## config.mk

```make
export PLATFORM = sky130hd
export DESIGN_NAME = mmap_arbiter
export DESIGN_NICKNAME = d
export VERILOG_FILES = /design/src/rtl/mmap_arbiter.sv
export SDC_FILE = /design/constraint.sdc
export NUM_CORES = 1
export LEC_CHECK = 0
export CAP_MARGIN = 5
export CORE_MARGIN = 3
export CORE_UTILIZATION = 50
export CTS_BUF_LIST = sky130_fd_sc_hd__clkbuf_4 sky130_fd_sc_hd__clkbuf_8
export CTS_CLUSTER_SIZE = 25
export DETAILED_ROUTE_END_ITERATION = 7
export PLACE_DENSITY = 0.82
export SLEW_MARGIN = 10
export SYNTH_ARGS = -nofsm -noshare
export SYNTH_HDL_FRONTEND = slang
export SYNTH_SLANG_ARGS = --single-unit
```

## constraint.sdc

```tcl
create_clock -name clk -period 11.65 [get_ports clk]
set_clock_uncertainty 0.15 [all_clocks]
set_input_delay 2.33 -clock clk [delete_from_list [all_inputs] [get_ports clk]]
set_output_delay 2.33 -clock clk [all_outputs]
set_load 0.1 [all_outputs]
```

## src/rtl/mmap_arbiter.sv

```systemverilog
// Two-master round-robin arbiter for the 32-bit memory-mapped command bus.
// Define MMAP_ARB_TIMEOUT_EN to add the WAIT-state watchdog.
module mmap_arbiter #(
  parameter int unsigned TIMEOUT      = 255,
  parameter logic [31:0] TIMEOUT_DATA = 32'hDEADBEEF
) (
  input  logic        clk,
  input  logic        rst,
  // master A
  input  logic        a_new_cmd,
  input  logic        a_write,
  input  logic [5:0]  a_cmd,
  input  logic [31:0] a_address,
  input  logic [31:0] a_wdata,
  output logic [31:0] a_rdata,
  output logic        a_drdy,
  output logic        a_busy,
  // master B
  input  logic        b_new_cmd,
  input  logic        b_write,
  input  logic [5:0]  b_cmd,
  input  logic [31:0] b_address,
  input  logic [31:0] b_wdata,
  output logic [31:0] b_rdata,
  output logic        b_drdy,
  output logic        b_busy,
  // shared slave
  output logic        s_new_cmd,
  output logic        s_write,
  output logic [5:0]  s_cmd,
  output logic [31:0] s_address,
  output logic [31:0] s_wdata,
  input  logic [31:0] s_rdata,
  input  logic        s_drdy,
  output logic        timeout_err
);

  localparam int unsigned DW = 32;
  localparam int unsigned AW = 32;
  localparam int unsigned CW = 6;
  localparam int unsigned TW = 16;

  if (TIMEOUT < 1 || TIMEOUT > 65535 || $bits(TIMEOUT_DATA) != DW) begin : g_bad_param
    $error("mmap_arbiter: TIMEOUT must be 1..65535 and TIMEOUT_DATA 32 bits wide");
  end

  typedef enum logic [1:0] {ST_IDLE, ST_ISSUE, ST_WAIT} state_t;

  state_t        state;
  logic          a_pend;
  logic          b_pend;
  logic          a_req_write;
  logic [CW-1:0] a_req_cmd;
  logic [AW-1:0] a_req_address;
  logic [DW-1:0] a_req_wdata;
  logic          b_req_write;
  logic [CW-1:0] b_req_cmd;
  logic [AW-1:0] b_req_address;
  logic [DW-1:0] b_req_wdata;
  logic          gnt_b;
  logic          last_b;

  logic          grant_b_c;
  logic          done_c;
  logic [DW-1:0] done_data_c;

  assign a_busy = a_pend;
  assign b_busy = b_pend;

  // B wins when it is alone, or when both wait and A was served last
  assign grant_b_c = b_pend & (~a_pend | ~last_b);

`ifdef MMAP_ARB_TIMEOUT_EN
  logic [TW-1:0] wd_cnt;
  logic          wd_fire_c;

  // a slave answer in the final WAIT cycle still wins over the watchdog
  assign wd_fire_c   = (state == ST_WAIT) && !s_drdy && (wd_cnt == TW'(TIMEOUT));
  assign done_c      = ((state == ST_WAIT) && s_drdy) || wd_fire_c;
  assign done_data_c = s_drdy ? s_rdata : TIMEOUT_DATA;

  // watchdog counter: cleared in ISSUE, counts silent WAIT cycles
  always_ff @(posedge clk or posedge rst) begin
    if (rst) begin
      wd_cnt      <= '0;
      timeout_err <= 1'b0;
    end else begin
      timeout_err <= wd_fire_c;
      if (state == ST_ISSUE) begin
        wd_cnt <= '0;
      end else if ((state == ST_WAIT) && !s_drdy && !wd_fire_c) begin
        wd_cnt <= wd_cnt + TW'(1);
      end
    end
  end
`else
  assign done_c      = (state == ST_WAIT) && s_drdy;
  assign done_data_c = s_rdata;
  assign timeout_err = 1'b0;
`endif

  // request capture, arbitration FSM and registered outputs
  always_ff @(posedge clk or posedge rst) begin
    if (rst) begin
      state         <= ST_IDLE;
      a_pend        <= 1'b0;
      b_pend        <= 1'b0;
      a_req_write   <= 1'b0;
      a_req_cmd     <= '0;
      a_req_address <= '0;
      a_req_wdata   <= '0;
      b_req_write   <= 1'b0;
      b_req_cmd     <= '0;
      b_req_address <= '0;
      b_req_wdata   <= '0;
      gnt_b         <= 1'b0;
      last_b        <= 1'b1;
      s_new_cmd     <= 1'b0;
      s_write       <= 1'b0;
      s_cmd         <= '0;
      s_address     <= '0;
      s_wdata       <= '0;
      a_rdata       <= '0;
      a_drdy        <= 1'b0;
      b_rdata       <= '0;
      b_drdy        <= 1'b0;
    end else begin
      s_new_cmd <= 1'b0;
      a_drdy    <= 1'b0;
      b_drdy    <= 1'b0;

      // a pulse while busy is dropped so the captured request stays intact
      if (a_new_cmd && !a_pend) begin
        a_pend        <= 1'b1;
        a_req_write   <= a_write;
        a_req_cmd     <= a_cmd;
        a_req_address <= a_address;
        a_req_wdata   <= a_wdata;
      end
      if (b_new_cmd && !b_pend) begin
        b_pend        <= 1'b1;
        b_req_write   <= b_write;
        b_req_cmd     <= b_cmd;
        b_req_address <= b_address;
        b_req_wdata   <= b_wdata;
      end

      case (state)
        ST_IDLE: begin
          if (a_pend || b_pend) begin
            gnt_b     <= grant_b_c;
            last_b    <= grant_b_c;
            s_new_cmd <= 1'b1;
            s_write   <= grant_b_c ? b_req_write   : a_req_write;
            s_cmd     <= grant_b_c ? b_req_cmd     : a_req_cmd;
            s_address <= grant_b_c ? b_req_address : a_req_address;
            s_wdata   <= grant_b_c ? b_req_wdata   : a_req_wdata;
            state     <= ST_ISSUE;
          end
        end
        ST_ISSUE: begin
          state <= ST_WAIT;
        end
        ST_WAIT: begin
          if (done_c) begin
            if (gnt_b) begin
              b_rdata <= done_data_c;
              b_drdy  <= 1'b1;
              b_pend  <= 1'b0;
            end else begin
              a_rdata <= done_data_c;
              a_drdy  <= 1'b1;
              a_pend  <= 1'b0;
            end
            state <= ST_IDLE;
          end
        end
        default: begin
          state <= ST_IDLE;
        end
      endcase
    end
  end

endmodule

```

==> impl_metrics.json <==
{
  "status": "finished clean",
  "max_freq_ghz": 0.210,
  "critPathSlowestCell": "clkdlybuf4s50_1",
  "hold_viol": 0,
  "slowest_delay_ps": 1220,
  "synth_fp_nets": 872,
  "path_class": "register to output pin",
  "cts-root-buf": "clkbuf_8",
  "dpl.hpwl_mm": 18.5,
  "tns_ps": 0,
  "core_area_um2": 23600,
  "synth_warnings": 0,
  "antenna_found_initial": 2,
  "worst-path-buf-inv": 1,
  "ios": 320,
  "clkTransAtPathRegs_ps": 60,
  "totalWireLength_mm": 27.6,
  "nets": 1210,
  "cap_viol_max_count": 0,
  "syn_inst": 693,
  "dr_total_vias": 7028,
  "ys_types": 24,
  "die_y_um": 162,
  "grt_setup_unrepaired": "false",
  "die_area_um2": 26100,
  "clkSinkCount": 286,
  "syn2layout_area_growth_pct": 35.3,
  "grt.total_usage_pct": 21.0,
  "gp_congestion": 0.763,
  "period_share_pct": 40.8,
  "cts_made_buffers": 47,
  "cp_top_family": "buffers and inverters",
  "synth-seq-area-share_pct": 59.2,
  "post_drt_wl_per_cell_um": 20.0,
  "drive_gt1_share_pct": 41.9,
  "required_ps": 9170,
  "cp_cell_sequence": "clkdlybuf4s50_1",
  "finalSetupViolCount": 0,
  "clk_latency_ps": 540,
  "ys_ff_latch": 286,
  "drc": 0,
  "cp_max_fo": 5,
  "drt-pass1-iter-count": 4,
  "cts_buffer_depth": 3,
  "post_cts_buffers": 0,
  "relSlewSlack_pct": 27.4,
  "crit_path_start_kind": "register",
  "htree_levels": 2,
  "postCtsHoldBufs": 0,
  "netlist_area_um2": 12100,
  "row_count": 56,
  "worstPathArrival_ps": 2280,
  "synth_area_per_cell_um2": 17.5,
  "port_buffers": 318,
  "die_w_um": 162,
  "worstSetupEndpointType": "output pin",
  "tritoncts": "yes",
  "grt_max_degree": 131,
  "slew_violations": 0,
  "min_period_ps": 4760,
  "final.fill_count": 1611,
  "postRouteAntennaNets": 0,
  "start_util_pct": 51.2,
  "via_per_inst": 5.09,
  "grt_first_pass_wirelength_mm": 43.4,
  "worst_slew_pin_slew_ps": 1090,
  "drtIter0Drc": 314,
  "grt_pass1_vias": 7880,
  "cts_resized": 0,
  "hold_class": "register to register",
  "grt_overflow": 0
}
==> logic make-up after synthesis <==
logic type	Yosys count	synth area share [%]
simple gates	13	0.693
compound gates	1	0.0931
mux	351	36.9
other cells	1	0.0310
flops	286	59.2
buf+inv	41	3.14
==> synthesized netlist by cell type <==
cell type    n  area share (%)
a21boi_2     1           0.093
and2b_2      1           0.072
buf_12       8             1.3
buf_2       17            0.70
buf_4        5            0.31
buf_6        6            0.56
buf_8        1            0.12
clkbuf_1     2           0.062
conb_1       1           0.031
dfrtp_1    285              59
dfstp_2      1            0.22
inv_1        2           0.062
mux2_1       2            0.19
mux2_2     212              20
mux2_4     136              17
mux2i_1      1           0.083
nand2_1      1           0.031
nand2b_1     1           0.052
nand4b_1     1           0.072
nor2_1       5            0.16
nor2b_1      1           0.052
nor3_1       1           0.041
nor3_2       1           0.083
nor3_4       1            0.13
==> worst paths after layout <==
path | from | end | slack, ps | cells past startpoint
max | a_busy | a_busy | 6890 | 1
min reg2reg | a_rdata[17] | a_rdata[17] | 340 | 1
max reg2reg | a_busy | s_address[31] | 8710 | 5
min | a_rdata[17] | a_rdata[17] | 340 | 1
max in group asynchronous | rst | b_rdata[5] | 7500 | 3
min in group asynchronous | rst | a_req_address[4] | 2250 | 2
==> through the flow <==
step / setup WS (ps) / util [%] / instances / hold WS (ps) / area (um2)
6_report: 6890 / 69.3 / 1382 / 342 / 16400
5_1_grt: 6810 / 69.3 / 1382 / 365 / 16400
3_3_place_gp: 6890 / 65.3 / 1301 / 320 / 15400
3_5_place_dp: 6880 / 65.3 / 1301 / 329 / 15400
2_1_floorplan: 1280 / - / 693 / 325 / 12100
4_1_cts: 6830 / 69.3 / 1381 / 342 / 16400
==> layout by cell type (no fill, tap or decap), drive strengths merged, types with 2 or more instances in the layout <==
| cell | instances |
|---|---|
| mux2 | 350 |
| clkdlybuf4s50 | 318 |
| dfrtp | 285 |
| clkbuf | 76 |
| buf | 10 |
| nor2 | 5 |
| nor3 | 3 |
| clkinvlp | 2 |
| clkinv | 2 |
| inv | 2 |
==> registers in the layout, summed over array words and instances (netlist names), 2 cells and up <==
name	cells
a_rdata	32
a_req_address	32
a_req_cmd	6
a_req_wdata	32
b_rdata	32
b_req_address	32
b_req_cmd	6
b_req_wdata	32
s_address	32
s_cmd	6
s_wdata	32
state	2
==> area by class of cell <==
| cell class | count | area (um2) | share of cell area [%] |
|---|---|---|---|
| clock inverters | 4 | 25.0 | 0.153 |
| diodes | 1 | 2.50 | 0.0153 |
| flip-flops and latches | 286 | 7160 | 43.7 |
| multi-input cells | 366 | 4580 | 28.0 |
| clock buffers | 76 | 927 | 5.66 |
| repair buffers | 328 | 3260 | 19.9 |
| inverters | 2 | 15.0 | 0.0917 |
| well taps | 319 | 399 | 2.44 |
==> metal layers <==
layer | part of all wire, % | GRT usage, % | vias up
li1 | - | - | 3147
met1 | 40 | 26.0 | 3561
met2 | 48 | 34.4 | 275
met3 | 9.6 | 8.41 | 43
met4 | 2.0 | 5.51 | 2
met5 | 0.033 | 0 | -
Power is left out: the tool's default activity adds up to more than one toggle a clock period on the data nets, which glitch-free logic cannot reach.
